File: src/rtl/sync_updown_counter_pkg.sv
// Shared counters package: default geometry, direction encodings and the
// per-edge operation code used by the up/down counter.
package sync_updown_counter_pkg;

    localparam int DEFAULT_WIDTH   = 5;
    localparam int DEFAULT_MODULUS = 32;

    // Direction encodings for the 'up' input.
    localparam logic DIR_UP   = 1'b1;
    localparam logic DIR_DOWN = 1'b0;

    // What the counter does on a given clock edge, already priority-resolved.
    typedef enum logic [2:0] {
        OP_HOLD   = 3'd0,
        OP_CLEAR  = 3'd1,
        OP_PRESET = 3'd2,
        OP_LOAD   = 3'd3,
        OP_COUNT  = 3'd4
    } op_e;

endpackage

File: src/rtl/sync_updown_counter_bin2gray.sv
// Binary to reflected-Gray conversion, purely combinational.
module bin2gray #(
    parameter int WIDTH = 5
) (
    input  logic [WIDTH-1:0] i_bin,
    output logic [WIDTH-1:0] o_gray
);

    // Each Gray bit is the XOR of adjacent binary bits; MSB passes through.
    assign o_gray = i_bin ^ (i_bin >> 1);

endmodule

File: src/rtl/sync_updown_counter.sv
// Modulo-MODULUS synchronous up/down counter with clear, preset, parallel
// load (range-checked), terminal count, wrap pulse and Gray-coded output.
// MODULUS must lie in 2..2**WIDTH. Comparisons and next-value arithmetic are
// carried one bit wider than the count so MODULUS = 2**WIDTH cannot overflow.
module sync_updown_counter
    import sync_updown_counter_pkg::*;
#(
    parameter int WIDTH   = DEFAULT_WIDTH,
    parameter int MODULUS = DEFAULT_MODULUS
) (
    input  logic             clk,
    input  logic             clear,
    input  logic             preset,
    input  logic             en,
    input  logic             up,
    input  logic             load,
    input  logic [WIDTH-1:0] load_val,
    output logic [WIDTH-1:0] count,
    output logic [WIDTH-1:0] gray,
    output logic             tc,
    output logic             wrap,
    output logic             load_err
);

    localparam int            XW    = WIDTH + 1;
    localparam logic [XW-1:0] MAX_X = XW'(MODULUS - 1);
    localparam logic [XW-1:0] MOD_X = XW'(MODULUS);

    logic [WIDTH-1:0] r_count;
    logic             r_wrap;
    logic             r_load_err;

    logic [XW-1:0]    w_count_x;
    logic [XW-1:0]    w_load_x;
    logic [XW-1:0]    w_next_x;
    logic [WIDTH-1:0] w_max;
    logic [WIDTH-1:0] w_next_count;
    logic [WIDTH-1:0] w_load_count;
    logic [WIDTH-1:0] w_gray;
    logic             w_at_max;
    logic             w_at_zero;
    logic             w_load_bad;
    logic             w_tc;
    logic             w_unused;
    op_e              w_op;

    assign w_count_x  = {1'b0, r_count};
    assign w_load_x   = {1'b0, load_val};
    assign w_max      = MAX_X[WIDTH-1:0];
    assign w_at_max   = (w_count_x == MAX_X);
    assign w_at_zero  = (w_count_x == '0);
    assign w_load_bad = (w_load_x >= MOD_X);

    // Terminal count: the next enabled count step in the current direction wraps.
    assign w_tc = en & (((up == DIR_UP)   & w_at_max) |
                        ((up == DIR_DOWN) & w_at_zero));

    // Next value of an enabled count step, wrapping at both ends of the range.
    always_comb begin
        w_next_x = w_count_x;
        if (up == DIR_UP) begin
            w_next_x = w_at_max ? '0 : (w_count_x + XW'(1));
        end else begin
            w_next_x = w_at_zero ? MAX_X : (w_count_x - XW'(1));
        end
    end

    // The extra arithmetic bit is always zero after the wrap selection.
    assign w_next_count = w_next_x[WIDTH-1:0];
    assign w_unused     = w_next_x[WIDTH];

    // Out-of-range loads saturate to the top of the count range.
    assign w_load_count = w_load_bad ? w_max : load_val;

    // Resolve control priority for this edge: clear > preset > load > en.
    always_comb begin
        w_op = OP_HOLD;
        if (clear) begin
            w_op = OP_CLEAR;
        end else if (preset) begin
            w_op = OP_PRESET;
        end else if (load) begin
            w_op = OP_LOAD;
        end else if (en) begin
            w_op = OP_COUNT;
        end
    end

    // Count register plus the one-cycle wrap and load-error pulses.
    always_ff @(posedge clk) begin
        r_wrap     <= 1'b0;
        r_load_err <= 1'b0;
        case (w_op)
            OP_CLEAR:  r_count <= '0;
            OP_PRESET: r_count <= w_max;
            OP_LOAD: begin
                r_count    <= w_load_count;
                r_load_err <= w_load_bad;
            end
            OP_COUNT: begin
                r_count <= w_next_count;
                r_wrap  <= w_tc;
            end
            default:   r_count <= r_count;
        endcase
    end

    bin2gray #(
        .WIDTH (WIDTH)
    ) u_bin2gray (
        .i_bin  (r_count),
        .o_gray (w_gray)
    );

    assign count    = r_count;
    assign gray     = w_gray;
    assign tc       = w_tc;
    assign wrap     = r_wrap;
    assign load_err = r_load_err;

endmodule

File: config.mk
export PLATFORM = sky130hd
export DESIGN_NAME = sync_updown_counter
export DESIGN_NICKNAME = d
export VERILOG_FILES = /design/src/rtl/sync_updown_counter_pkg.sv /design/src/rtl/sync_updown_counter_bin2gray.sv /design/src/rtl/sync_updown_counter.sv
export SDC_FILE = /design/constraint.sdc
export NUM_CORES = 1
export LEC_CHECK = 0
export ABC_AREA = 1
export CAP_MARGIN = 20
export CELL_PAD_IN_SITES_DETAIL_PLACEMENT = 1
export CELL_PAD_IN_SITES_GLOBAL_PLACEMENT = 2
export CORE_ASPECT_RATIO = 1.25
export CORE_MARGIN = 4
export CORE_UTILIZATION = 22
export DETAILED_ROUTE_END_ITERATION = 10
export GPL_ROUTABILITY_DRIVEN = 1
export HOLD_SLACK_MARGIN = 0.15
export PLACE_DENSITY_LB_ADDON = 0.3
export SLEW_MARGIN = 20
export SYNTH_ARGS = -nofsm -noshare
export SYNTH_HDL_FRONTEND = slang
export SYNTH_SLANG_ARGS = --single-unit
File: constraint.sdc
create_clock -name clk -period 1.8 [get_ports clk]
set_input_delay 0.36 -clock clk [delete_from_list [all_inputs] [get_ports clk]]
set_output_delay 0.36 -clock clk [all_outputs]
set_load 0.02 [all_outputs]
==> impl_metrics.yaml <==
global_routing:
  via_count_of_the_first_global_routing_pass: 770
  combined_global_route_utilization_of_all_metal_layers_pct: 10.91
  grt-ovfl-total: 0
  global_route_wire_length_before_repair_mm: 3.167
  grt_start_max_net_pins: 8
  antenna_found_initial: 0
timing:
  timing.setup.tns_ps: -185.4
  finalHoldViolCount: 0
  drv_slew: 0
  final.min_clock_period_ps: 1985
  maxClockFrequency_ghz: 0.5037
  fin_ws_ps: -185.4
  finalSetupViolations: 1
  timing.final.crit_share_pct: 110.3
  fin_worst_skew_ps: 10.08
  unrepaired_setup_endpoints_after_global_routing: "yes"
setup_path:
  timing_worst_setup_path_type: "reg -> out"
  kind_of_end_point_of_the_critical_path: "output pin"
  worst-endpoint-required_ps: 1440
  critical-path-max-stage-delay_ps: 410
  worstPathCellList: "ha_2 > nand2_2 > inv_2 > ha_4 > or2_4 > nand2_4 > nor2_2 > buf_6"
  r2r-end: "count[1]"
  worstPathMaxFanout: 2
  r2r_cells: 10
  slowest_stage: "sky130_fd_sc_hd__edfxtp_1"
  type_of_element_launching_the_critical_path: "flop"
  rr_startpoint: "count[2]"
  arrival_ps: 1630
  slack_of_the_worst_reg_to_reg_path_ps: 70
outcome:
  violations_in_the_final_reports: "negative setup slack"
  outcome: "finished with violations"
synthesis:
  synth-compound-area-share_pct: 3.245
  synth_area_um2: 616.8
  yosysWarningCount: 0
  yosys_register_bits: 6
  post_synth_xor_area_fraction_pct: 2.840
  post_synth_mux_area_share_pct: 0
  mappedNetlistNets: 109
  synthesis.instances: 89
  synthSimpleGateAreaFrac_pct: 37.73
  dominant_combinational_cell_family_by_area_after_synthesis: "simple AND/OR/NAND/NOR gates"
  synth_sequential_area_ratio_pct: 27.59
  synth_cell_type_count: 17
  post_synth.cell_area_avg_um2: 6.931
  synth-adder-area-share_pct: 18.26
floorplan:
  placement_rows: 21
  core_region_area_mm2: 0.002680
  die_area_mm2: 0.003720
  floorplan.initialDensity_pct: 23.02
  io_pins: 24
  die_w_um: 55.36
  vertical_die_dimension_um: 67.20
placement:
  place.gp.congestion: 0.7863
  post-dp-hpwl_mm: 1.529
  portBuffers: 22
  dp.cells: 160
power_and_ir_drop:
  p_clk_share_pct: 22.1
  power_frac_comb_pct: 50.1
  total_power_mw: 0.6335
  cellLeakagePower_nw: 0.5590
  sequentialPowerShare_pct: 27.8
  ir_worst_vdd_mv: 0.2642
  power.switching_fraction_pct: 36.38
  power_report.internal_total_mw: 0.4030
  total_switching_power_mw: 0.2305
  power.density_cell_area_mw_per_mm2: 592.9
hold_path:
  holdPathStages: 3
  worstHoldPathType: "in -> reg"
  timing.hold.worst.start: "en"
  holdPathEnd: "wrap"
cells_and_area:
  area_delta_synth_final_pct: 73.22
  final_nets: 155
  num_antenna_cells: 0
  final_cell_count_no_fill: 168
  final_layout_size_suffix_gt1_share_pct: 32.09
detailed_routing:
  via_count: 721
  drtIter0Drc: 2
  residual_antenna_violating_net_count_after_detailed_routing: 0
  drcViolationCount: 0
  wirelength_mm: 1.816
  drt-pass1-iter-count: 4
  route.detailed.wl_per_inst_um: 10.81
  vias_per_cell: 4.292
cts:
  clock_path_buffers: 2
  worst_setup_hold_path_clk_slew_ps: 50
  cts-root-buf: "sky130_fd_sc_hd__clkbuf_4"
  cts_tree: "yes"
  clock_buffers_created_by_tritoncts: 3
  clkLatencyLatePin_ps: 260
  cts.htree.levels: 1
  cts.sinks: 6
job:
  cap_viol_max_count: 0
==> through the flow <==
stage	utilization, %	hold slack (ps)	area [um2]	setup slack (ps)
6_report	39.87	758.0	1069	-185.4
5_1_grt	39.87	794.8	1069	-257.7
4_1_cts	39.17	739.7	1050	-180.8
3_5_place_dp	37.21	839.4	997.2	-406.9
3_3_place_gp	37.21	810.0	997.2	-342.9
2_1_floorplan	-	528.8	621.8	1.876
==> critical path, delay by kind of cell (launching register included) <==
| family | cells | cell delay, ps |
|---|---|---|
| flip-flops | 1 | 410 |
| adder cells (fa/ha/maj) | 2 | 360 |
| AND/OR/NAND/NOR | 4 | 410 |
| buffers and inverters | 2 | 170 |
==> layout by cell type (no fill, tap or decap) <==
cell / n
sky130_fd_sc_hd__buf_2: 2
sky130_fd_sc_hd__buf_4: 21
sky130_fd_sc_hd__buf_6: 1
sky130_fd_sc_hd__clkbuf_1: 1
sky130_fd_sc_hd__clkbuf_2: 1
sky130_fd_sc_hd__clkbuf_4: 3
sky130_fd_sc_hd__clkdlybuf4s50_1: 14
sky130_fd_sc_hd__conb_1: 1
sky130_fd_sc_hd__dfxtp_1: 1
sky130_fd_sc_hd__dlygate4sd2_1: 3
sky130_fd_sc_hd__dlymetal6s2s_1: 1
sky130_fd_sc_hd__edfxtp_1: 5
sky130_fd_sc_hd__ha_1: 6
sky130_fd_sc_hd__ha_2: 2
sky130_fd_sc_hd__ha_4: 1
sky130_fd_sc_hd__inv_1: 10
sky130_fd_sc_hd__inv_2: 2
sky130_fd_sc_hd__nand2_1: 27
sky130_fd_sc_hd__nand2_2: 2
sky130_fd_sc_hd__nand2_4: 1
sky130_fd_sc_hd__nand3_1: 8
sky130_fd_sc_hd__nand3_2: 2
sky130_fd_sc_hd__nor2_1: 7
sky130_fd_sc_hd__nor2_2: 4
sky130_fd_sc_hd__nor3_1: 1
sky130_fd_sc_hd__o21ai_0: 3
sky130_fd_sc_hd__o21ai_1: 1
sky130_fd_sc_hd__or2_4: 1
sky130_fd_sc_hd__xnor2_1: 1
sky130_fd_sc_hd__xor2_1: 1
==> how the worst max path moves through the flow <==
stage	to	start	slack, ps	cells past startpoint
floorplan	tc	count[2]	2	7
global placement	tc	up	-340	6
detailed placement	tc	count[1]	-410	8
CTS	tc	count[1]	-180	8
global route	tc	count[2]	-260	8
finish	tc	count[2]	-190	8
==> flip-flops by register name, summed over array words and instances, names as in the netlist <==
name,flops
wrap,1
count,5
==> synth_stat cells, drive strengths merged <==
cell type | instances | area share (%)
nand2 | 30 | 18
inv | 12 | 7.3
nor2 | 11 | 7.9
nand3 | 10 | 9.7
ha | 9 | 18
edfxtp | 5 | 24
o21ai | 4 | 3.2
buf | 2 | 2.4
conb | 1 | 0.61
dfxtp | 1 | 3.2
nor3 | 1 | 0.81
or2 | 1 | 1.0
xnor2 | 1 | 1.4
xor2 | 1 | 1.4
==> area by class of cell <==
| class | instances | area (um2) |
|---|---|---|
| Sequential cell | 6 | 170.2 |
| Timing Repair Buffer | 43 | 362.8 |
| Clock buffer | 4 | 26.28 |
| Fill cell | 349 | 1612 |
| Multi-Input combinational cell | 69 | 421.7 |
| Inverter | 12 | 45.04 |
| Tap cell | 34 | 42.54 |
==> per-layer routing <==
metal / GRT usage [%] / wire length [um] / vias to the layer above
met5: 0 / 0 / -
met4: 5.471 / 31 / 0
met3: 1.530 / 87 / 4
met2: 22.93 / 1009 / 18
met1: 10.14 / 687 / 334
li1: - / - / 365
==> kinds of logic after synthesis <==
logic type / Yosys count
AOI/OAI and AO/OA: 4
xor gates and xnor gates: 2
adders and majority gates: 9
buffers and inverters: 14
DFF: 6
other: 1
and+or+nand+nor: 53
==> power groups by stage <==
stage / Combinational [mW] / Sequential, mW / Clock [mW]
global placement: 0.324 / 0.175 / 0
global route: 0.354 / 0.178 / 0.147
floorplan: 0.134 / 0.203 / 0
finish: 0.317 / 0.176 / 0.140
detailed placement: 0.330 / 0.177 / 0
CTS: 0.323 / 0.175 / 0.145
==> what timing repair did <==
action	4_1_cts	5_1_grt
setup endpoints to repair	5	6
hold buffers	0	0
buffers inserted	2	2
pin swaps	5	5
gates resized for setup	23	8
Note: power is estimated with default switching activity, not from simulation.
